--- src/rtl/microgreen_vote_filter_if.sv ---
`default_nettype none
// ============================================================================
// microgreen_vote_filter_if : sample stream in, filtered decision/counters out
// Revision 1.0
// ============================================================================
interface microgreen_vote_filter_if #(
  parameter int WIN   = 8,
  parameter int CNT_W = 16
);
  localparam int OW = $clog2(WIN + 1);

  logic             clear;
  logic             in_valid;
  logic [2:0]       in_class;
  logic             decision;
  logic             decision_valid;
  logic             decision_changed;
  logic [OW-1:0]    ones_count;
  logic [CNT_W-1:0] sample_count;
  logic [CNT_W-1:0] err_count;

  modport master (
    output clear, in_valid, in_class,
    input  decision, decision_valid, decision_changed,
    input  ones_count, sample_count, err_count
  );

  modport slave (
    input  clear, in_valid, in_class,
    output decision, decision_valid, decision_changed,
    output ones_count, sample_count, err_count
  );
endinterface
`default_nettype wire

--- src/rtl/microgreen_vote_filter.sv ---
`default_nettype none
// ============================================================================
// microgreen_vote_filter : sliding-window majority vote with hysteresis
// Revision 1.0
// ============================================================================
module microgreen_vote_filter #(
  parameter int WIN    = 8,
  parameter int THRESH = 6,
  parameter int CNT_W  = 16
) (
  input  logic                     clk,
  input  logic                     rst,
  microgreen_vote_filter_if.slave  bus
);

  localparam int OW     = $clog2(WIN + 1);
  localparam int FW     = $clog2(WIN);
  localparam int WIN_M1 = WIN - 1;

  localparam logic [OW:0]      C_WIN       = WIN[OW:0];
  localparam logic [OW:0]      C_THRESH    = THRESH[OW:0];
  localparam logic [FW-1:0]    C_FILL_LAST = WIN_M1[FW-1:0];
  localparam logic [CNT_W-1:0] C_CNT_MAX   = '1;

  generate
    if (WIN < 2 || WIN > 16 || THRESH <= WIN / 2 || THRESH > WIN) begin : g_param_check
      $error("microgreen_vote_filter: illegal WIN/THRESH combination");
    end
  endgenerate

  typedef enum logic [0:0] {
    FILL  = 1'b0,
    TRACK = 1'b1
  } state_t;

  state_t           r_state;
  logic [WIN-1:0]   r_window;
  logic [OW-1:0]    r_ones;
  logic [FW-1:0]    r_fill;
  logic             r_decision;
  logic             r_valid;
  logic             r_changed;
  logic [CNT_W-1:0] r_samples;
  logic [CNT_W-1:0] r_errors;

  logic             w_legal;
  logic             w_illegal;
  logic             w_vote;
  logic             w_oldest;
  logic [OW:0]      w_ones_new;
  logic             w_majority;
  logic             w_set;
  logic             w_release;

  assign w_legal    = bus.in_valid && (bus.in_class[2:1] == 2'b00);
  assign w_illegal  = bus.in_valid && (bus.in_class[2:1] != 2'b00);
  assign w_vote     = bus.in_class[0];
  assign w_oldest   = (r_state == TRACK) ? r_window[WIN-1] : 1'b0;
  // One extra bit so the add and subtract can share a cycle without overflow.
  assign w_ones_new = {1'b0, r_ones} + {{OW{1'b0}}, w_vote} - {{OW{1'b0}}, w_oldest};
  assign w_majority = {w_ones_new[OW-1:0], 1'b0} > C_WIN;
  assign w_set      = w_ones_new >= C_THRESH;
  assign w_release  = (C_WIN - w_ones_new) >= C_THRESH;

  always_ff @(posedge clk) begin
    if (rst || bus.clear) begin
      r_state    <= FILL;
      r_window   <= '0;
      r_ones     <= '0;
      r_fill     <= '0;
      r_decision <= 1'b0;
      r_valid    <= 1'b0;
      r_changed  <= 1'b0;
      r_samples  <= '0;
      r_errors   <= '0;
    end else begin
      r_changed <= 1'b0;
      if (w_illegal && r_errors != C_CNT_MAX) begin
        r_errors <= r_errors + 1'b1;
      end
      if (w_legal) begin
        r_window <= {r_window[WIN-2:0], w_vote};
        r_ones   <= w_ones_new[OW-1:0];
        if (r_samples != C_CNT_MAX) begin
          r_samples <= r_samples + 1'b1;
        end
        case (r_state)
          FILL: begin
            r_fill <= r_fill + 1'b1;
            if (r_fill == C_FILL_LAST) begin
              r_state    <= TRACK;
              r_valid    <= 1'b1;
              r_decision <= w_majority;
            end
          end
          TRACK: begin
            if (!r_decision && w_set) begin
              r_decision <= 1'b1;
              r_changed  <= 1'b1;
            end else if (r_decision && w_release) begin
              r_decision <= 1'b0;
              r_changed  <= 1'b1;
            end
          end
          default: r_state <= FILL;
        endcase
      end
    end
  end

  assign bus.decision         = r_decision;
  assign bus.decision_valid   = r_valid;
  assign bus.decision_changed = r_changed;
  assign bus.ones_count       = r_ones;
  assign bus.sample_count     = r_samples;
  assign bus.err_count        = r_errors;

endmodule
`default_nettype wire

--- src/flat_wrapper.sv ---
// flat-port wrapper written by rule: the top's interface ports become plain ports
module microgreen_vote_filter_flat 
#(
  parameter int WIN    = 8,
  parameter int THRESH = 6,
  parameter int CNT_W  = 16
)
  (clk, rst, bus_clear, bus_in_valid, bus_in_class, bus_decision, bus_decision_valid, bus_decision_changed, bus_ones_count, bus_sample_count, bus_err_count);
  microgreen_vote_filter_if #(.WIN(WIN), .CNT_W(CNT_W)) bus_i ();
  input  logic clk;
  input  logic rst;
  input wire logic [$bits(bus_i.clear)-1:0] bus_clear;
  input wire logic [$bits(bus_i.in_valid)-1:0] bus_in_valid;
  input wire logic [$bits(bus_i.in_class)-1:0] bus_in_class;
  output wire logic [$bits(bus_i.decision)-1:0] bus_decision;
  output wire logic [$bits(bus_i.decision_valid)-1:0] bus_decision_valid;
  output wire logic [$bits(bus_i.decision_changed)-1:0] bus_decision_changed;
  output wire logic [$bits(bus_i.ones_count)-1:0] bus_ones_count;
  output wire logic [$bits(bus_i.sample_count)-1:0] bus_sample_count;
  output wire logic [$bits(bus_i.err_count)-1:0] bus_err_count;
  assign bus_i.clear = bus_clear;
  assign bus_i.in_valid = bus_in_valid;
  assign bus_i.in_class = bus_in_class;
  assign bus_decision = bus_i.decision;
  assign bus_decision_valid = bus_i.decision_valid;
  assign bus_decision_changed = bus_i.decision_changed;
  assign bus_ones_count = bus_i.ones_count;
  assign bus_sample_count = bus_i.sample_count;
  assign bus_err_count = bus_i.err_count;
  microgreen_vote_filter #(.WIN(WIN), .THRESH(THRESH), .CNT_W(CNT_W)) u_core (.clk(clk), .rst(rst), .bus(bus_i));
endmodule
--- config.mk ---
export PLATFORM = sky130hd
export DESIGN_NAME = microgreen_vote_filter_flat
export DESIGN_NICKNAME = d
export VERILOG_FILES = /design/src/rtl/microgreen_vote_filter_if.sv /design/src/rtl/microgreen_vote_filter.sv /design/src/flat_wrapper.sv
export SDC_FILE = /design/constraint.sdc
export NUM_CORES = 1
export LEC_CHECK = 0
export ABC_AREA = 1
export CAP_MARGIN = 30
export CORE_MARGIN = 4
export CORE_UTILIZATION = 48
export CTS_CLUSTER_SIZE = 16
export DETAILED_ROUTE_END_ITERATION = 8
export GPL_TIMING_DRIVEN = 0
export HOLD_SLACK_MARGIN = 0.03
export PLACE_DENSITY = 0.76
export SLEW_MARGIN = 20
export SYNTH_ARGS = -nofsm -noshare
export SYNTH_HDL_FRONTEND = slang
export SYNTH_SLANG_ARGS = --single-unit
--- constraint.sdc ---
create_clock -name clk -period 2.61 [get_ports clk]
set_input_delay 0.783 -clock clk [delete_from_list [all_inputs] [get_ports clk]]
set_output_delay 0.783 -clock clk [all_outputs]
set_load 0.01 [all_outputs]
==> metrics.yaml, run 1 <==
drt_iter0_markers: 115
cts.clk_slew.worst_paths_ns: 0.09
end_kind: "flip-flop"
dp_hpwl_mm: 4.82
insertion_delay_ns: 0.31
cpMostUsedCell: "nand3_2"
power_density_nw_per_um2: 397
finalHoldViolations: 0
synth_top_area_cell: "dfxtp_1"
gr-usage-met2_pct: 31.7
postSynthNetCount: 415
crit_type: "in -> reg"
worst_pin_slew_ns: 0.515
crit_fanout: 3
rows: 27
timing.final.ws_setup_ns: 0.0312
slew_headroom_pct: 65.7
coreArea_um2: 5540
grt_max_degree: 15
r2r_end: "u_core.bus.decision"
syn_inst: 396
drive_gt1_share_pct: 10.2
grt_antenna_before_repair: 0
irDropWorstVdd_mv: 0.273
gr-usage-all-layers_pct: 17.9
place_area_um2: 3300
ys_ff_latch: 51
mappedNetlistArea_um2: 2740
stdcell_area_um2: 3460
critical_path_arrival_ns: 2.79
whs_path_depth: 1
die_area_um2: 6990
cts_buffer_depth: 2
setup_violations: 0
ios: 46
cts.sinks: 51
fin_worst_skew_ns: 0.00581
die_w_um: 83.6
synth_top_area_share_pct: 37.2
netlist_top_cells_area: "dfxtp_1 37%, nand2_1 10%, inv_1 7.0%"
post-route-util_pct: 62.5
cp.required_ns: 2.82
hold_path_class: "reg -> reg"
place_congestion: 0.894
cap_violations: 0
post_synth_num_cell_types: 32
synthToLayoutAreaGrowth_pct: 26.3
ant_nets: 0
syn_avg_cell_area_um2: 6.93
grt_pass1_vias: 2451
critPathLaunchType: "primary input"
fmax_ghz: 0.388
dr.pass1.iters: 5
timing.rr.start: "u_core.r_state"
vias: 2747
synth_edf_count: 0
worstPathCellList: "clkdlybuf4s15_1, ha_4, inv_2, fa_2, ha_4, or2_4, nand3_2, nand2_1, nor2_1, nand3_1, nand3_2, nand3_2, nand2_1, nor2_1"
wl_mm: 6.49
power.total_mw: 1.38
wl_per_cell_um: 12.4
ys_top_cells_by_count: "76 x nand2_1, 51 x dfxtp_1, 51 x inv_1, 46 x nor2_1"
post-route-drc-count: 0
power.leakage_nw: 1.28
synth_ff_type: "dfxtp_1"
dp.cells: 513
hold_buffers: 0
top_usage_layer: "met2"
initial_core_util_pct: 49.5
fin_cells: 524
cp_slowest_cell: "fa_2"
n_antenna_cell: 0
use_met1_pct: 21.9
place_ws_ns: -0.684
port_buffers: 45
cts_tree: "done"
setup_tns_ns: 0
hp-start: "u_core.r_fill[0]"
rsz0062_at_grt: "yes"
die_h_um: 83.6
yosysMostFrequentCell: "nand2_1"
htreeDepth: 2
hold_end: "u_core.r_fill[0]"
period_needed_ns: 2.58
rrSetupSlack_ns: 0.07
grt_pass1_wl_mm: 10.6
cts_made_buffers: 5
fin_nets: 470
overflow: 0
met3_usage_pct: 3.55
drt-vias-per-instance: 5.24
outcome: "completed"
period_share_pct: 98.8
synth_seq_area_share_pct: 37.2
cts-root-buf: "clkbuf_8"
slew_viol_final: 0
reg2reg_depth: 17
hold_ws_ns: 0.471
crit_path_max_incr_delay_ns: 0.59
yosysWarnings: 0
async_flop_share_pct: 0
sequential cells by signal, summed over array words and instances, names as in the netlist, 3 cells and up:
signal,cells
u_core.bus.err_count,16
u_core.bus.sample_count,16
u_core.r_window,8
u_core.bus.ones_count,4
u_core.r_fill,3
power by group:
group          total, mW  switching [mW]  internal (mW)
combinational      0.144          0.0882         0.0559
clock              0.442           0.253          0.189
sequential         0.790         0.00542          0.785
total               1.38           0.346           1.03
cell type report:
| type | count | area [µm²] |
|---|---|---|
| fillers | 517 | 2080 |
| multi-input cells | 282 | 1540 |
| flip-flops and latches | 51 | 1020 |
| repair buffers | 48 | 473 |
| inverters | 54 | 203 |
| well taps | 72 | 90.1 |
| clock buffers | 7 | 76.3 |
| plain buffers | 9 | 47.5 |
| clock inverters | 1 | 5.00 |
critical path, delay by kind of cell:
| family | cells | cell delay, ns |
|---|---|---|
| fa+ha+maj | 3 | 0.95 |
| simple gates | 9 | 0.79 |
| buf+inv | 2 | 0.27 |
logic make-up (layout without fill, tap and decap cells):
family	after synthesis	after routing	synth area share, %
and+or+nand+nor	185	185	30.1
AOI/OAI and AO/OA	72	72	13.6
buffers and inverters	63	119	9.12
DFF	51	51	37.2
xor gates and xnor gates	13	13	4.15
adders and majority gates	12	12	5.75
how the worst max path moves through the flow:
stage                             startpoint             endpoint  slack [ns]  cells past startpoint
CTS                           u_core.r_state  u_core.bus.decision       -0.05                     17
detailed placement           bus_in_class[0]  u_core.bus.decision       -0.68                     15
global route                  u_core.r_state  u_core.bus.decision       -0.04                     18
global placement             bus_in_class[0]  u_core.bus.decision       -0.64                     15
floorplan           u_core.bus.ones_count[0]  u_core.bus.decision        0.03                     17
finish                       bus_in_class[0]  u_core.bus.decision        0.03                     14
metal layers:
metal / vias up / wire length (µm)
li1: 1400 / -
met1: 1263 / 2920
met2: 72 / 3170
met3: 12 / 299
met4: 0 / 102
met5: - / 0
layout by cell type, fill, tap and decap left out, drive strengths merged:
master and n:
o21ai 33, xor2 9, nand3b 1, a31oi 2, nand3 25, dfxtp 51
ha 11, clkbuf 14, nor3b 1, a21oi 34, nor4 4, nor2 49
buf 5, or2 1, clkdlybuf4s50 44, a21boi 1, nor3 14, nand4 8
clkdlybuf4s15 1, inv 53, fa 1, nand2 82, clkinv 2, a211oi 2
xnor2 4
what timing repair did:
item                                    in CTS  in global routing
resized for setup                            8                 10
buffers inserted                             1                  2
pin swaps                                    5                  8
endpoints found under the setup margin       2                  2
Note: power is estimated with default switching activity, not from simulation.
==> run 2, diff against run 1 <==
--- a/config.mk
+++ b/config.mk
@@ -8,12 +8,13 @@
 export ABC_AREA = 1
 export CAP_MARGIN = 30
 export CORE_MARGIN = 4
-export CORE_UTILIZATION = 48
+export CORE_UTILIZATION = 57
 export CTS_CLUSTER_SIZE = 16
 export DETAILED_ROUTE_END_ITERATION = 8
+export DONT_BUFFER_PORTS = 1
 export GPL_TIMING_DRIVEN = 0
 export HOLD_SLACK_MARGIN = 0.03
-export PLACE_DENSITY = 0.76
+export PLACE_DENSITY = 0.75
 export SLEW_MARGIN = 20
 export SYNTH_ARGS = -nofsm -noshare
 export SYNTH_HDL_FRONTEND = slang
==> run 2 against run 1 <==
Compared with the run above: global-route usage up 2.5 points; combinational power down 13%; die area down 14%; register-to-register slack worse by 0.05 ns; critical path depth up 3; first-iteration DRC count up 26%; design area down 13%; flip-flop and latch count unchanged; critical endpoint unchanged; highest routed layer unchanged.
==> metrics.yaml, run 2 (synthesis gave the netlist of run 1 again) <==
outcome: "completed"
slew_headroom_pct: 63.6
n_antenna_cell: 0
critPathLaunchType: "flip-flop"
power.leakage_nw: 1.13
die_w_um: 77.4
critPathBufInv: 4
rsz0062_at_grt: "yes"
period_needed_ns: 2.59
startpoint: "u_core.bus.ones_count[0]"
crit_type: "reg -> reg"
reg2reg_depth: 17
critical_path_arrival_ns: 2.78
coreArea_um2: 4500
rrSetupSlack_ns: 0.02
r2r_end: "u_core.bus.decision"
crit_path_max_incr_delay_ns: 0.58
fin_worst_skew_ns: 0.00729
mostFrequentLayoutCell: "nand2_1"
cts_tree: "done"
cp.required_ns: 2.81
slew_viol_final: 0
die_area_um2: 5990
hp-start: "u_core.r_fill[0]"
drive_gt1_share_pct: 11.8
grt_pass1_vias: 2269
gr-usage-all-layers_pct: 20.5
layout_common_cells: "75 x nand2_1, 48 x dfxtp_1, 46 x inv_1, 46 x nor2_1"
hold_buffers: 0
whs_path_depth: 1
drt-vias-per-instance: 5.51
wl_per_cell_um: 13.3
die_h_um: 77.4
htreeDepth: 2
timing.rr.start: "u_core.bus.ones_count[0]"
grt_antenna_before_repair: 0
dp.cells: 448
setup_violations: 0
ant_nets: 0
grt_pass1_wl_mm: 10.3
dp_hpwl_mm: 4.49
hold_end: "u_core.r_fill[0]"
port_buffers: 0
power_density_nw_per_um2: 453
rows: 24
worstPathCellList: "inv_4, ha_4, inv_2, ha_4, inv_2, fa_2, inv_2, ha_4, or2_4, nand3_2, nand2_1, nor2_1, nand3_1, nand3_2, nand3_2, nand2_1, nor2_1"
wl_mm: 6.12
fmax_ghz: 0.387
synthToLayoutAreaGrowth_pct: 9.53
cts_buffer_depth: 2
place_congestion: 0.873
critPathTopFamily: "adder cells"
cp_num_cells: 17
cts_made_buffers: 5
grt_max_degree: 16
insertion_delay_ns: 0.30
irDropWorstVdd_mv: 0.267
finalHoldViolations: 0
fin_cells: 460
cts.sinks: 51
dr.pass1.iters: 4
ios: 46
worst_pin_slew_ns: 0.546
cap_violations: 0
crit_fanout: 3
vias: 2536
end_kind: "flip-flop"
hold_path_class: "reg -> reg"
cts.clk_slew.worst_paths_ns: 0.09
overflow: 0
place_ws_ns: -0.196
period_share_pct: 99.1
post-route-drc-count: 0
timing.final.ws_setup_ns: 0.0248
cts-root-buf: "clkbuf_8"
fin_nets: 426
cp_slowest_cell: "fa_2"
drt_iter0_markers: 145
initial_core_util_pct: 60.9
run 2: cell count changes in the layout (fill, tap and decap cells not counted), sizes merged:
cell           previous run  this run
buf                       5         6
clkbuf                   14        13
clkdlybuf4s15             1         0
clkdlybuf4s50            44         0
clkinvlp                  0         1
run 2: routing by layer:
| metal | GRT usage [%] | share of wire, % | vias to the layer above |
|---|---|---|---|
| met5 | 0 | 0 | - |
| met1 | 24.9 | 45 | 1172 |
| li1 | - | - | 1307 |
| met4 | 6.23 | 1.1 | 0 |
| met3 | 5.56 | 6.1 | 8 |
| met2 | 35.3 | 48 | 49 |
run 2: layout make-up:
class                           instances  area, µm²
Multi-Input combinational cell        282       1540
Buffer                                  9       47.5
Timing Repair Buffer                    4       30.0
Tap cell                               52       65.1
Clock inverter                          2       12.5
Fill cell                             406       1500
Inverter                               54        205
Clock buffer                            6       72.6
Sequential cell                        51       1030
run 2: worst max-delay path by stage:
stage,slack [ns],endpoint
6_report,0.02,u_core.bus.decision
5_1_grt,-0.11,u_core.bus.decision
4_1_cts,-0.06,u_core.bus.decision
3_5_place_dp,-0.20,u_core.bus.decision
3_3_place_gp,-0.12,u_core.bus.decision
2_1_floorplan,0.03,u_core.bus.decision
run 2: metrics by stage:
step / power (mW) / setup TNS (ns) / util (%) / hold WS (ns) / area, µm²
floorplan: 0.901 / 0 / - / 0.429 / 2760
global placement: 0.924 / -0.147 / 62.7 / 0.444 / 2830
detailed placement: 0.927 / -0.278 / 62.7 / 0.452 / 2830
CTS: 1.37 / -0.0648 / 65.4 / 0.470 / 2940
global route: 1.43 / -0.130 / 66.7 / 0.506 / 3000
finish: 1.36 / 0 / 66.7 / 0.478 / 3000
run 2: timing repair:
item | 4_1_cts | 5_1_grt
gates resized for setup | 9 | 9
setup buffers | 2 | 2
gates cloned | 0 | 0
pin swaps | 6 | 10
endpoints found under the setup margin | 2 | 2
run 2: where the power goes:
part	leakage, nW	switching [mW]	internal, mW
logic	0.671	0.0827	0.0423
registers	0.413	0.00823	0.784
clock network	0.0412	0.256	0.188
==> run 3, diff against run 2 <==
--- a/config.mk
+++ b/config.mk
@@ -8,13 +8,14 @@
 export ABC_AREA = 1
 export CAP_MARGIN = 30
 export CORE_MARGIN = 4
-export CORE_UTILIZATION = 57
+export CORE_UTILIZATION = 63
+export CTS_CLUSTER_DIAMETER = 100
 export CTS_CLUSTER_SIZE = 16
 export DETAILED_ROUTE_END_ITERATION = 8
 export DONT_BUFFER_PORTS = 1
 export GPL_TIMING_DRIVEN = 0
 export HOLD_SLACK_MARGIN = 0.03
-export PLACE_DENSITY = 0.75
+export PLACE_DENSITY = 0.79
 export SLEW_MARGIN = 20
 export SYNTH_ARGS = -nofsm -noshare
 export SYNTH_HDL_FRONTEND = slang
==> constraint.sdc (replaced) <==
create_clock -name clk -period 2.7 [get_ports clk]
set_input_delay 0.81 -clock clk [delete_from_list [all_inputs] [get_ports clk]]
set_output_delay 0.81 -clock clk [all_outputs]
set_load 0.01 [all_outputs]
==> run 3 against run 2 <==
Compared with the run above: core utilization is 6.1 points higher; design area fell by 0.29%; register-to-register slack gained 0.12 ns; clock skew fell by 0.00055 ns; critical endpoint unchanged; critical path depth rose by 1; highest routed layer unchanged; hold slack got worse by 0.0081 ns; global-route usage increased by 3.3 points; via count is 2.5% higher; first-iteration DRC count grew 9.0%.
==> metrics.yaml, run 3 (synthesis gave the netlist of run 1 again) <==
wl_met3_um: 415
wl_met1_mm: 2.70
slew_headroom_pct: 63.1
timing.final.ws_setup_ns: 0.143
irDropWorstVdd_mv: 0.341
finalHoldViolations: 0
crit_path_max_incr_delay_ns: 0.57
ant_nets: 0
grt_pass1_vias: 2358
critical_path_arrival_ns: 2.77
outcome: "completed"
cts.sinks: 51
startpoint: "u_core.r_window[7]"
period_needed_ns: 2.56
cts.clk_slew.worst_paths_ns: 0.10
die_w_um: 74.0
drt_iter0_markers: 158
cap_violations: 0
layout_common_cells: "75 x nand2_1, 48 x dfxtp_1, 46 x inv_1, 46 x nor2_1"
cts_tree: "done"
coreArea_um2: 4120
slew_viol_final: 0
timing.rr.start: "u_core.r_window[7]"
crit_type: "reg -> reg"
dp_hpwl_mm: 4.50
mostFrequentLayoutCell: "nand2_1"
gr-usage-all-layers_pct: 23.7
post-route-util_pct: 72.8
critPathTopFamily: "adder cells"
worst_pin_slew_ns: 0.554
crit_fanout: 3
critPathBufInv: 4
post-route-drc-count: 0
die_h_um: 74.0
route.met2.wl_mm: 2.89
cpMostUsedCell: "inv_2"
dp.cells: 446
period_share_pct: 94.7
cts_made_buffers: 5
grt_pass1_wl_mm: 10.2
power.leakage_nw: 1.13
drt-vias-per-instance: 5.69
cts-root-buf: "clkbuf_8"
synthToLayoutAreaGrowth_pct: 9.22
insertion_delay_ns: 0.31
setup_violations: 0
htreeDepth: 2
die_area_um2: 5470
fin_nets: 425
n_antenna_cell: 0
hold_path_class: "reg -> reg"
place_ws_ns: -0.176
cp_slowest_cell: "fa_2"
dr.pass1.iters: 4
hp-start: "u_core.r_fill[0]"
hold_ws_ns: 0.470
rsz0062_at_grt: "no"
wl_mm: 6.12
fmax_ghz: 0.391
vias: 2599
fin_cells: 457
overflow: 0
power_density_nw_per_um2: 447
highest_layer: "met4"
grt_max_degree: 18
end_kind: "flip-flop"
initial_core_util_pct: 66.6
cp.required_ns: 2.91
cts_buffer_depth: 2
worstPathCellList: "nand2_2, inv_2, ha_4, inv_2, ha_4, inv_2, fa_2, inv_2, ha_4, or2_4, nand3_2, nand2_1, nor2_1, nand3_1, nand3_2, nand3_2, nand2_1, nor2_1"
critPathLaunchType: "flip-flop"
drive_gt1_share_pct: 11.8
wl_per_cell_um: 13.4
grt_antenna_before_repair: 0
rows: 23
fill_cells: 326
port_buffers: 0
ios: 46
fin_worst_skew_ns: 0.00674
place_congestion: 0.895
==> run 3: path summary, 6_finish.rpt <==
check                                           end  slack (ns)  depth (start not counted)
worst max-delay path            u_core.bus.decision        0.14                         18
worst min-delay path               u_core.r_fill[0]        0.47                          1
worst max register to register  u_core.bus.decision        0.14                         18
worst min register to register     u_core.r_fill[0]        0.47                          1
==> run 3: what timing repair did <==
item	CTS	global route
gates resized for setup	13	7
pin swaps	5	6
hold buffers	0	0
endpoints found under the setup margin	2	2
buffers inserted	1	2
==> run 3: worst reg2reg max path, delay by kind of cell, from the launching register on <==
family        cells  cell delay [ns]
fa+ha+maj         4             1.07
flops             1             0.34
simple gates     10             0.85
buf+inv           4             0.21
==> run 3: where the power goes <==
| part | total [mW] | switching, mW | internal [mW] |
|---|---|---|---|
| sequential | 0.767 | 0.00765 | 0.759 |
| clock | 0.451 | 0.263 | 0.188 |
| combinational | 0.122 | 0.0808 | 0.0411 |
| total | 1.34 | 0.351 | 0.988 |
==> run 3: area by class of cell <==
| cell class | count | area (µm²) | area share (%) |
|---|---|---|---|
| inverters | 54 | 203 | 6.77 |
| well taps | 50 | 62.6 | 2.09 |
| plain buffers | 9 | 47.5 | 1.59 |
| flip-flops and latches | 51 | 1020 | 34.2 |
| clock buffers | 5 | 68.8 | 2.30 |
| repair buffers | 3 | 22.5 | 0.752 |
| clock inverters | 3 | 22.5 | 0.752 |
| multi-input cells | 282 | 1540 | 51.5 |
==> run 3: stage by stage <==
stage | power [mW] | area (µm²) | setup TNS, ns
2_1_floorplan | 0.869 | 2740 | 0
3_3_place_gp | 0.891 | 2810 | -0.142
3_5_place_dp | 0.895 | 2810 | -0.246
4_1_cts | 1.35 | 2930 | 0
5_1_grt | 1.40 | 3000 | 0
6_report | 1.34 | 3000 | 0
==> run 3: routing by layer <==
| layer | track usage (%) | vias up |
|---|---|---|
| met5 | 0 | - |
| li1 | - | 1312 |
| met4 | 7.65 | 0 |
| met3 | 6.35 | 15 |
| met1 | 29.9 | 1202 |
| met2 | 39.5 | 70 |
